$ cat config.mk
export PLATFORM = sky130hd
export DESIGN_NAME = mac_dot_seq
export DESIGN_NICKNAME = d
export VERILOG_FILES = /design/src/rtl/mac_dot_seq.sv
export SDC_FILE = /design/constraint.sdc
export NUM_CORES = 1
export LEC_CHECK = 0
export BUFFER_PORTS_ARGS = -buffer_cell sky130_fd_sc_hd__buf_4
export CAP_MARGIN = 40
export CORE_MARGIN = 2
export CORE_UTILIZATION = 49
export DETAILED_ROUTE_END_ITERATION = 8
export PLACE_DENSITY = 0.87
export SETUP_SLACK_MARGIN = 0.15
export SYNTH_ARGS = -nofsm -noshare
export SYNTH_HDL_FRONTEND = slang
export SYNTH_SLANG_ARGS = --single-unit
$ cat constraint.sdc
create_clock -name clk -period 6.6 [get_ports clk]
set_input_delay 0.99 -clock clk [delete_from_list [all_inputs] [get_ports clk]]
set_output_delay 0.99 -clock clk [all_outputs]
set_load 0.05 [all_outputs]
$ cat src/rtl/mac_dot_seq.sv
// Dot-product sequencer: streams two RAM-resident vectors into the shared MAC
// with first-beat accumulator restart, then returns the scaled sum over valid/ready.
module mac_dot_seq #(
    parameter int T_WIDTH    = 32,
    parameter int ADDR_WIDTH = 10,
    parameter int LEN_WIDTH  = 10
) (
    input  logic                         clk,
    input  logic                         rst,
    input  logic                         start,
    input  logic        [LEN_WIDTH-1:0]  len,
    input  logic        [ADDR_WIDTH-1:0] base_a,
    input  logic        [ADDR_WIDTH-1:0] base_b,
    input  logic        [2:0]            mode_in,
    output logic                         busy,
    output logic                         err,
    output logic                         mem_a_en,
    output logic                         mem_b_en,
    output logic        [ADDR_WIDTH-1:0] mem_a_addr,
    output logic        [ADDR_WIDTH-1:0] mem_b_addr,
    input  logic        [T_WIDTH-1:0]    mem_a_rdata,
    input  logic        [T_WIDTH-1:0]    mem_b_rdata,
    output logic signed [T_WIDTH-1:0]    mac_in_1,
    output logic signed [T_WIDTH-1:0]    mac_in_2,
    output logic                         mac_in_valid,
    output logic                         mac_reset,
    output logic        [2:0]            mac_mode,
    input  logic signed [T_WIDTH-1:0]    mac_out,
    input  logic                         mac_out_valid,
    output logic signed [T_WIDTH-1:0]    result,
    output logic                         result_valid,
    input  logic                         result_ready
);

    typedef enum logic [1:0] {IDLE, ISSUE, DRAIN, HOLD} state_t;

    state_t                state;
    logic [LEN_WIDTH-1:0]  len_q;
    logic [LEN_WIDTH-1:0]  idx;
    logic [2:0]            mode_q;
    logic [1:0]            last_tag;
    logic                  issue_first;
    logic                  issue_last;

    assign busy        = (state != IDLE);
    assign mem_a_en    = (state == ISSUE);
    assign mem_b_en    = (state == ISSUE);
    assign mac_mode    = mode_q;
    assign mac_in_1    = $signed(mem_a_rdata);
    assign mac_in_2    = $signed(mem_b_rdata);
    assign issue_first = (state == ISSUE) && (idx == '0);
    assign issue_last  = (state == ISSUE) && (idx == len_q - LEN_WIDTH'(1));

    // NOTE: all state uses non-blocking assignments so every register samples
    // pre-edge values regardless of statement order.
    always_ff @(posedge clk) begin
        if (!rst) begin
            state        <= IDLE;
            len_q        <= '0;
            idx          <= '0;
            mode_q       <= '0;
            mem_a_addr   <= '0;
            mem_b_addr   <= '0;
            mac_in_valid <= 1'b0;
            mac_reset    <= 1'b0;
            last_tag     <= '0;
            err          <= 1'b0;
            result       <= '0;
            result_valid <= 1'b0;
        end else begin
            err          <= 1'b0;
            // Beat pipe: one stage matches the RAM read latency; the last-beat
            // tag gets a second stage for the MAC accumulator register.
            mac_in_valid <= (state == ISSUE);
            mac_reset    <= issue_first;
            last_tag     <= {last_tag[0], issue_last};

            case (state)
                IDLE: begin
                    if (start) begin
                        if (mode_in[2]) begin
                            err <= 1'b1;
                        end else begin
                            len_q      <= len;
                            mode_q     <= mode_in;
                            idx        <= '0;
                            mem_a_addr <= base_a;
                            mem_b_addr <= base_b;
                            if (len != '0) begin
                                state <= ISSUE;
                            end else begin
                                result <= '0;
                                state  <= HOLD;
                            end
                        end
                    end
                end
                ISSUE: begin
                    if (issue_last) begin
                        state <= DRAIN;
                    end else begin
                        idx        <= idx + LEN_WIDTH'(1);
                        mem_a_addr <= mem_a_addr + ADDR_WIDTH'(1);
                        mem_b_addr <= mem_b_addr + ADDR_WIDTH'(1);
                    end
                end
                DRAIN: begin
                    if (last_tag[1]) begin
                        result       <= mac_out;
                        result_valid <= 1'b1;
                        state        <= HOLD;
                    end
                end
                HOLD: begin
                    if (result_valid && result_ready) begin
                        result_valid <= 1'b0;
                        state        <= IDLE;
                    end else begin
                        result_valid <= 1'b1;
                    end
                end
                default: state <= IDLE;
            endcase
        end
    end

    // The MAC must present a valid output on the edge where the sum is captured.
    assert property (@(posedge clk) disable iff (!rst)
        (state == DRAIN && last_tag[1]) |-> mac_out_valid);

endmodule

==> impl_metrics.ini, run 1 <==
[status]
outcome = finished, final reports clean

[setup_path]
crit_family = compound AO/OA/AOI/OAI gates
cp_cell_sequence = buf_4 > o21ai_0 > nand2_1 > a21oi_2 > buf_4 > nand3_1 > a21oi_1
crit_buf_inv = 2
crit_type = input port to flop
cp.arrival_ps = 3110
critPathMaxStageDelay_ps = 590
crit_fanout = 24
cp.required_ps = 6890
end_kind = flop
worst_path_most_repeated_cell = buf_4
cp-start-kind = input port
critical-path-slowest-cell = o21ai_0

[placement]
io_buffers = 129
gp_congestion = 0.887
dp_hpwl_mm = 9.03
place_inst = 776

[clock_network]
cts_setup_buffers = 0
htree_levels = 3
clock-sinks = 82
ctsHoldBuffers = 0
insertion_delay_ps = 370
clockBufferDepth = 2
root_buffer = clkbuf_8
clkTransAtPathRegs_ps = 100
cts_buffers = 9
cts_resized = 0
tritoncts = built

[final_layout]
fin_nets = 801
area_growth_pct = 15.6
fin_cells = 792
n_antenna_cell = 0
layout-drive-gt1-share = 0.270
final_core_util = 0.588

[global_routing]
grt.overflow.total = 0
grtUsageTotal = 0.235
antenna_found_initial = 0
grt_max_degree = 59
grt_pass1_vias = 4290
grt_pass1_wl_mm = 19.9

[sta]
period_share = 0.427
clock.fmax_mhz = 354
tightest_slew_ps = 797
finalClockSkew_ps = 14.7
slew_violations = 0
rsz0062_at_grt = no
hold_violations = 0
setup_viol = 0
tns_ps = 0
relSlewSlack = 0.467
min_period_ps = 2820

[power_and_ir_drop]
p_leak_nw = 2.23
p_per_area_nw_per_um2 = 285
finalPower_mw = 1.57
vdd_ir_drop_max_mv = 0.172

[route]
num_vias = 4529
drc = 0
drt_pass1_iterations = 7
routed_wl_mm = 12.5
via_per_inst = 5.72
drt-initial-drc-count = 338
drt-wirelength-per-cell_um = 15.8
drtAntennaViolNets = 0

[synth]
ys.warnings.count = 0
synth-edff-count = 0
synthCells = 614
netlist_area_um2 = 4750
yosysUniqueCellTypes = 59
ys_seq_area_frac = 0.346
synth_nets = 757
postSynthRegisterBits = 82
syn_avg_cell_area_um2 = 7.73
synth_ff_type = dfxtp_1
synth_area_leaders = dfxtp_1, buf_4, nand2_1
yosysTopAreaCellShare = 0.346
synth_area_leader_cell = dfxtp_1
synthArstFlopShare = 0

[die]
dieHeight_um = 102
ios = 260
die_x_um = 102
rows = 35
design.die.area_um2 = 10500
start_util = 0.509
coreArea_um2 = 9330

[flow_run]
drv_cap = 0

[worst_hold_path]
min_path_type = flop to flop
==> cells in the mapped netlist (3+ instances only) <==
master / number
o211ai_1: 3
xor2_1: 7
nor2_1: 27
clkbuf_1: 28
or4_1: 3
buf_4: 67
nand4_1: 8
nand2_1: 96
or2_2: 8
and3_1: 4
o21a_1: 10
ha_1: 9
buf_6: 5
a21oi_1: 68
o21ai_0: 20
xnor2_1: 4
mux2i_1: 14
nand3_1: 55
a32o_1: 4
nor3_1: 15
dfxtp_1: 82
inv_1: 15
nor4_1: 6
or3_1: 5
nand3b_1: 4
o21ai_1: 5
==> cells by family (layout without fill, tap and decap cells) <==
family / count (synthesis) / in the layout / share of synthesized area
fa+ha+maj: 9 / 9 / 0.0237
xor+xnor: 11 / 11 / 0.0203
mux: 16 / 16 / 0.0343
flops: 82 / 82 / 0.346
buf+inv: 119 / 168 / 0.156
simple gates: 250 / 250 / 0.259
other cells: 1 / 1 / 0.000790
compound gates: 126 / 126 / 0.161
==> worst paths after layout <==
path	end	slack (ps)	depth (start not counted)	startpoint
min	result[2]$_SDFFE_PN0P_	460	2	result[2]$_SDFFE_PN0P_
max	result[7]$_SDFFE_PN0P_	3780	7	mode_in[2]
min reg2reg	result[2]$_SDFFE_PN0P_	460	2	result[2]$_SDFFE_PN0P_
max reg2reg	mem_b_addr[3]$_SDFFE_PN0P_	3800	10	len_q[0]$_SDFFE_PN0P_
==> area by class of cell <==
cell class                 count  area, µm²
clock buffer                  10        138
clock inverter                 6       73.8
fill                         767       3840
inverter                      16       60.1
multi-input combinational    413       2370
sequential                    82       1640
tap                          129        161
timing repair buffer         136       1040
==> metal layers <==
metal  GRT usage  wire (µm)  share of wire
met1       0.277       4780           0.38
met3      0.0759       1120          0.089
met4       0.112        391          0.031
met2       0.388       6260           0.50
met5           0          0              0
==> state kept, by name, indices dropped and copies added, names as in the netlist, 2 cells and up <==
register,flops
state,2
mem_a_addr,10
result,32
mac_mode,2
last_tag,2
idx,10
len_q,10
mem_b_addr,10
==> tightest hold or removal path, cell delays in order (launching register included) <==
cell and delay (ps):
dfxtp_1 320, nand2_1 50, a21oi_1 50
==> report_power, final <==
| part | internal (mW) | switching, mW | total, mW |
|---|---|---|---|
| sequential | 0.537 | 0.0567 | 0.593 |
| clock | 0.190 | 0.202 | 0.392 |
| combinational | 0.203 | 0.378 | 0.580 |
| total | 0.929 | 0.636 | 1.57 |
==> layout by cell type (no fill, tap or decap), types with 2 or more instances in the layout <==
cell type	count
nand4_1	8
xnor2_1	4
o21ai_1	5
xor2_1	7
dfxtp_1	82
or4_1	3
mux2i_1	14
a31oi_1	2
clkinvlp_4	2
buf_4	133
a221oi_1	2
nand2b_1	2
nand2_1	96
nor3b_1	2
nand3_1	55
buf_8	3
or2_2	8
mux2_2	2
or3_1	5
nor4_2	2
a21oi_1	67
ha_1	9
clkbuf_8	10
o21ai_0	20
nand3b_1	4
inv_1	15
nor2_1	27
o221ai_1	2
o21a_1	10
a32o_1	4
and3_1	4
o211ai_1	3
nor4_1	6
nor3_1	15
or3_2	2
==> through the flow <==
step | area (µm²) | setup slack (ps) | hold WS (ps)
detailed placement | 5280 | 3520 | 444
CTS | 5490 | 3820 | 457
floorplan | 4750 | 4020 | 412
global route | 5490 | 3550 | 475
global placement | 5220 | 2920 | 424
finish | 5490 | 3780 | 458
Note: power is estimated with default switching activity, not from simulation.
==> run 2: changes to the inputs <==
--- a/config.mk
+++ b/config.mk
@@ -8,9 +8,9 @@
 export BUFFER_PORTS_ARGS = -buffer_cell sky130_fd_sc_hd__buf_4
 export CAP_MARGIN = 40
 export CORE_MARGIN = 2
-export CORE_UTILIZATION = 49
+export CORE_UTILIZATION = 41
 export DETAILED_ROUTE_END_ITERATION = 8
-export PLACE_DENSITY = 0.87
+export PLACE_DENSITY = 0.78
 export SETUP_SLACK_MARGIN = 0.15
 export SYNTH_ARGS = -nofsm -noshare
 export SYNTH_HDL_FRONTEND = slang
==> constraint.sdc (replaced) <==
create_clock -name clk -period 2.4 [get_ports clk]
set_input_delay 0.36 -clock clk [delete_from_list [all_inputs] [get_ports clk]]
set_output_delay 0.36 -clock clk [all_outputs]
set_load 0.05 [all_outputs]
==> impl_metrics.ini, run 2 (same netlist as run 1, synthesis figures left out) <==
[placement]
io_buffers = 129
gp_congestion = 0.878
placed_area_um2 = 5440
post-place-ws_ps = 24.4
dp_hpwl_mm = 9.36

[setup_path]
cp.required_ps = 2610
crit_family = compound AO/OA/AOI/OAI gates
critical-path-slowest-cell = o31ai_4
cp_cell_sequence = inv_4 > ha_4 > or3b_4 > o31ai_4 > a41o_4 > buf_12 > mux2i_1 > o21ai_1
crit_fanout = 5
cp-start-kind = flop
cp.arrival_ps = 2560
worstReg2RegStart = len_q[1]$_SDFFE_PN0P_
crit_buf_inv = 2
worstSetupStartpoint = len_q[1]$_SDFFE_PN0P_
crit_type = flop to flop
end_kind = flop
critPathMaxStageDelay_ps = 430

[sta]
min_period_ps = 2350
slew_violations = 0
period_share = 0.980
relSlewSlack = 0.602
fin_ws_ps = 47.1
tightest_slew_ps = 594
rsz0062_at_grt = yes
finalClockSkew_ps = 5.51
hold_violations = 0
clock.fmax_mhz = 425
setup_viol = 0
hold_slack_ps = 264

[clock_network]
htree_levels = 3
ctsHoldBuffers = 0
cts_buffers = 9
root_buffer = clkbuf_16
tritoncts = built
clockBufferDepth = 2
clkTransAtPathRegs_ps = 60
insertion_delay_ps = 340
clock-sinks = 82

[worst_hold_path]
min_from = len[3]
min_path_type = input port to flop

[route]
via_per_inst = 5.68
drt-initial-drc-count = 342
drtAntennaViolNets = 0
drt-wirelength-per-cell_um = 16.8
num_vias = 4712
routed_wl_mm = 13.9
drt_pass1_iterations = 5
drc = 0

[final_layout]
n_antenna_cell = 0
final_cell_mix = buf_4, nand2_1, dfxtp_1, a21oi_1, nand3_1
area_growth_pct = 28.1
largest_register_ffs = 32
final_area_um2 = 6080
layout_commonest_cell = buf_4
filler_cell_count = 1015
layout-drive-gt1-share = 0.345
fin_nets = 824
final_core_util = 0.535
top_register = result

[status]
outcome = finished, final reports clean

[die]
coreArea_um2 = 11400
rows = 39
dieHeight_um = 112
start_util = 0.418
design.die.area_um2 = 12500
die_x_um = 112
ios = 260

[global_routing]
grt.overflow.total = 0
grtUsageTotal = 0.211
grt_pass1_vias = 4559
grt_pass1_wl_mm = 21.8
antenna_found_initial = 0
grt_max_degree = 42

[power_and_ir_drop]
vdd_ir_drop_max_mv = 0.512
p_leak_nw = 2.46
p_per_area_nw_per_um2 = 830

[flow_run]
drv_cap = 0
run 2: changes by cell type in the layout (fill, tap and decap cells not counted), sizes merged:
| cell | change |
|---|---|
| buf | +20 |
| bufinv | +1 |
| clkinvlp | -1 |
| clkinv | +4 |
| and4 | +1 |
| clkbuf | +1 |
| inv | -3 |
run 2: area by class of cell:
type,instances,area (µm²),area share
multi-input combinational,414,2600,0.428
sequential,82,1660,0.273
timing repair buffer,158,1250,0.206
clock buffer,9,225,0.0370
tap,143,179,0.0294
clock inverter,7,92.6,0.0152
inverter,16,66.3,0.0109
run 2: per-layer routing:
metal | GRT usage | vias to the layer above | wire length (µm)
li1 | - | 2201 | -
met1 | 0.249 | 2227 | 5450
met2 | 0.361 | 224 | 6880
met3 | 0.0430 | 60 | 1030
met4 | 0.111 | 0 | 559
met5 | 0 | - | 0
run 2: repair_timing:
item / in CTS / in global routing
resized for setup: 11 / 37
gates cloned: 1 / 2
endpoints found under the hold margin: 0 / 0
setup buffers: 1 / 6
setup endpoints to repair: 57 / 64
pin swaps: 2 / 9
run 2: worst paths after layout:
path,end,slack [ps],cells after the start
min,len_q[3]$_SDFFE_PN0P_,260,3
min reg2reg,last_tag[1]$_SDFF_PN0_,440,1
max,mem_b_addr[7]$_SDFFE_PN0P_,50,8
max reg2reg,mem_b_addr[7]$_SDFFE_PN0P_,50,8
run 2: power breakdown:
group	total, mW	internal (mW)	switching, mW
Combinational	1.92	0.746	1.17
Sequential	1.65	1.48	0.167
Clock	1.49	0.911	0.575
Total	5.05	3.14	1.91
run 2: through the flow:
| stage | std cells | total power [mW] | setup TNS, ps |
|---|---|---|---|
| after global routing | 829 | 5.27 | -54.8 |
| final | 829 | 5.05 | 0 |
| after CTS | 821 | 4.86 | 0 |
| after floorplan | 614 | 3.11 | 0 |
| after global placement | 803 | 3.29 | 0 |
| after detailed placement | 803 | 3.34 | 0 |
run 2: worst min-delay path, cell delays in order:
cell	delay (ps)
buf_4	110
nand2_1	50
a21oi_1	50
==> run 3: changes to the inputs <==
==> constraint.sdc (replaced) <==
create_clock -name clk -period 2.4 [get_ports clk]
set_input_delay 0 -clock clk [delete_from_list [all_inputs] [get_ports clk]]
set_output_delay 0 -clock clk [all_outputs]
set_load 0.05 [all_outputs]
==> impl_metrics.ini, run 3 (same netlist as run 1, synthesis figures left out) <==
[setup_path]
crit_buf_inv = 1
cp.arrival_ps = 2590
end_kind = flop
cp.required_ps = 2680
crit_cells = 8
cp-start-kind = flop
r2r_cells = 8
critical-path-slowest-cell = or4_1
crit_fanout = 9
cp_cell_sequence = and3b_1 > o2111a_1 > nor2_2 > o41ai_4 > a41o_4 > clkbuf_16 > or4_1 > nand2_1
critPathMaxStageDelay_ps = 500
crit_type = flop to flop
crit_family = simple AND/OR/NAND/NOR gates

[global_routing]
met1_usage = 0.254
grt_pass1_wl_mm = 22.4
use_met3 = 0.0490
antenna_found_initial = 0
busiest_layer = met2
grt_max_degree = 40
grt.overflow.total = 0
grtUsageTotal = 0.217
grtUsageMet2 = 0.370
grt_pass1_vias = 4744

[die]
coreArea_um2 = 11400
ios = 260
start_util = 0.418
die_x_um = 112
dieHeight_um = 112
rows = 39
design.die.area_um2 = 12500

[placement]
gp_congestion = 0.865
io_buffers = 129
dp_hpwl_mm = 9.44

[final_layout]
largest_register_ffs = 32
top_register = result
final_core_util = 0.560
layout_commonest_cell = buf_4
area_growth_pct = 34.1
filler_cell_count = 970
fin_nets = 868
final_cell_mix = buf_4, nand2_1, dfxtp_1, a21oi_1, nand3_1
ff_latch_area_um2 = 1650
n_antenna_cell = 0
layout-drive-gt1-share = 0.305
multi_input_area_um2 = 2520

[sta]
setup_viol = 0
finalClockSkew_ps = 8.11
tightest_slew_ps = 677
period_share = 0.964
relSlewSlack = 0.549
clock.fmax_mhz = 432
hold_violations = 0
rsz0062_at_grt = yes
slew_violations = 0
min_period_ps = 2310

[clock_network]
clkTransAtPathRegs_ps = 60
insertion_delay_ps = 340
htree_levels = 3
cts_buffers = 9
clockBufferDepth = 2
clock-sinks = 82
root_buffer = clkbuf_16
tritoncts = built

[route]
num_vias = 4885
drt-wirelength-per-cell_um = 16.8
drt-initial-drc-count = 468
drc = 0
drt_pass1_iterations = 5
via_per_inst = 5.60
drtAntennaViolNets = 0
routed_wl_mm = 14.6

[worst_hold_path]
whs_path_depth = 0
min_path_type = input port to output port

[flow_run]
drv_cap = 0

[status]
outcome = finished, final reports clean

[power_and_ir_drop]
p_per_area_nw_per_um2 = 754
finalPower_mw = 4.80
p_leak_nw = 2.57
vdd_ir_drop_max_mv = 0.428
-- run 3: changes by cell type in the layout (fill, tap and decap cells not counted), sizes merged --
cell,change
dlygate4sd3,+45
bufinv,-2
clkinvlp,+2
buf,-1
inv,-1
-- run 3: metal layers --
| layer | wire length, µm | share of wire |
|---|---|---|
| met5 | 0 | 0 |
| met4 | 497 | 0.034 |
| met3 | 1010 | 0.069 |
| met2 | 7470 | 0.51 |
| met1 | 5650 | 0.39 |
-- run 3: worst register-to-register path: stages (launching register included) --
cell	delay, ps
dfxtp_2	430
and3b_1	210
o2111a_1	250
nor2_2	130
o41ai_4	140
a41o_4	350
clkbuf_16	180
or4_1	500
nand2_1	80
-- run 3: path summary, 6_finish.rpt --
check	from	to	slack (ps)
setup / recovery	len_q[5]$_SDFFE_PN0P_	idx[6]$_SDFFE_PN0P_	90
hold / removal	mem_b_rdata[25]	mac_in_2[25]	0.02
setup reg to reg	len_q[5]$_SDFFE_PN0P_	idx[6]$_SDFFE_PN0P_	90
hold reg to reg	result[24]$_SDFFE_PN0P_	result[24]$_SDFFE_PN0P_	450
-- run 3: stage by stage --
stage | hold slack, ps | std cells | setup slack, ps | TNS (ps) | cell area (µm²)
floorplan | 114 | 614 | 150 | 0 | 4790
global placement | 0.341 | 802 | 139 | 0 | 5430
CTS | 0.341 | 863 | 76.5 | 0 | 6180
global route | 0.0718 | 872 | -22.2 | -35.7 | 6370
detailed placement | 0.341 | 802 | 25.6 | 0 | 5430
finish | 0.0193 | 872 | 86.2 | 0 | 6370
-- run 3: power by group --
group	internal, mW	switching, mW
logic	0.770	1.16
registers	1.48	0.165
clock network	0.686	0.541
-- run 3: what timing repair did --
item / in CTS / in global routing
setup endpoints to repair: 21 / 60
pin swaps: 3 / 7
gates resized for setup: 6 / 18
gates cloned: 0 / 3
hold buffers: 45 / 0
buffers inserted: 1 / 6
endpoints found under the hold margin: 45 / 0
-- run 3: cell type report --
class / count / share of cell area
Tap cell: 143 / 0.0281
Multi-Input combinational cell: 414 / 0.396
Clock buffer: 9 / 0.0354
Timing Repair Buffer: 202 / 0.266
Clock inverter: 6 / 0.00550
Sequential cell: 82 / 0.259
Inverter: 16 / 0.0100
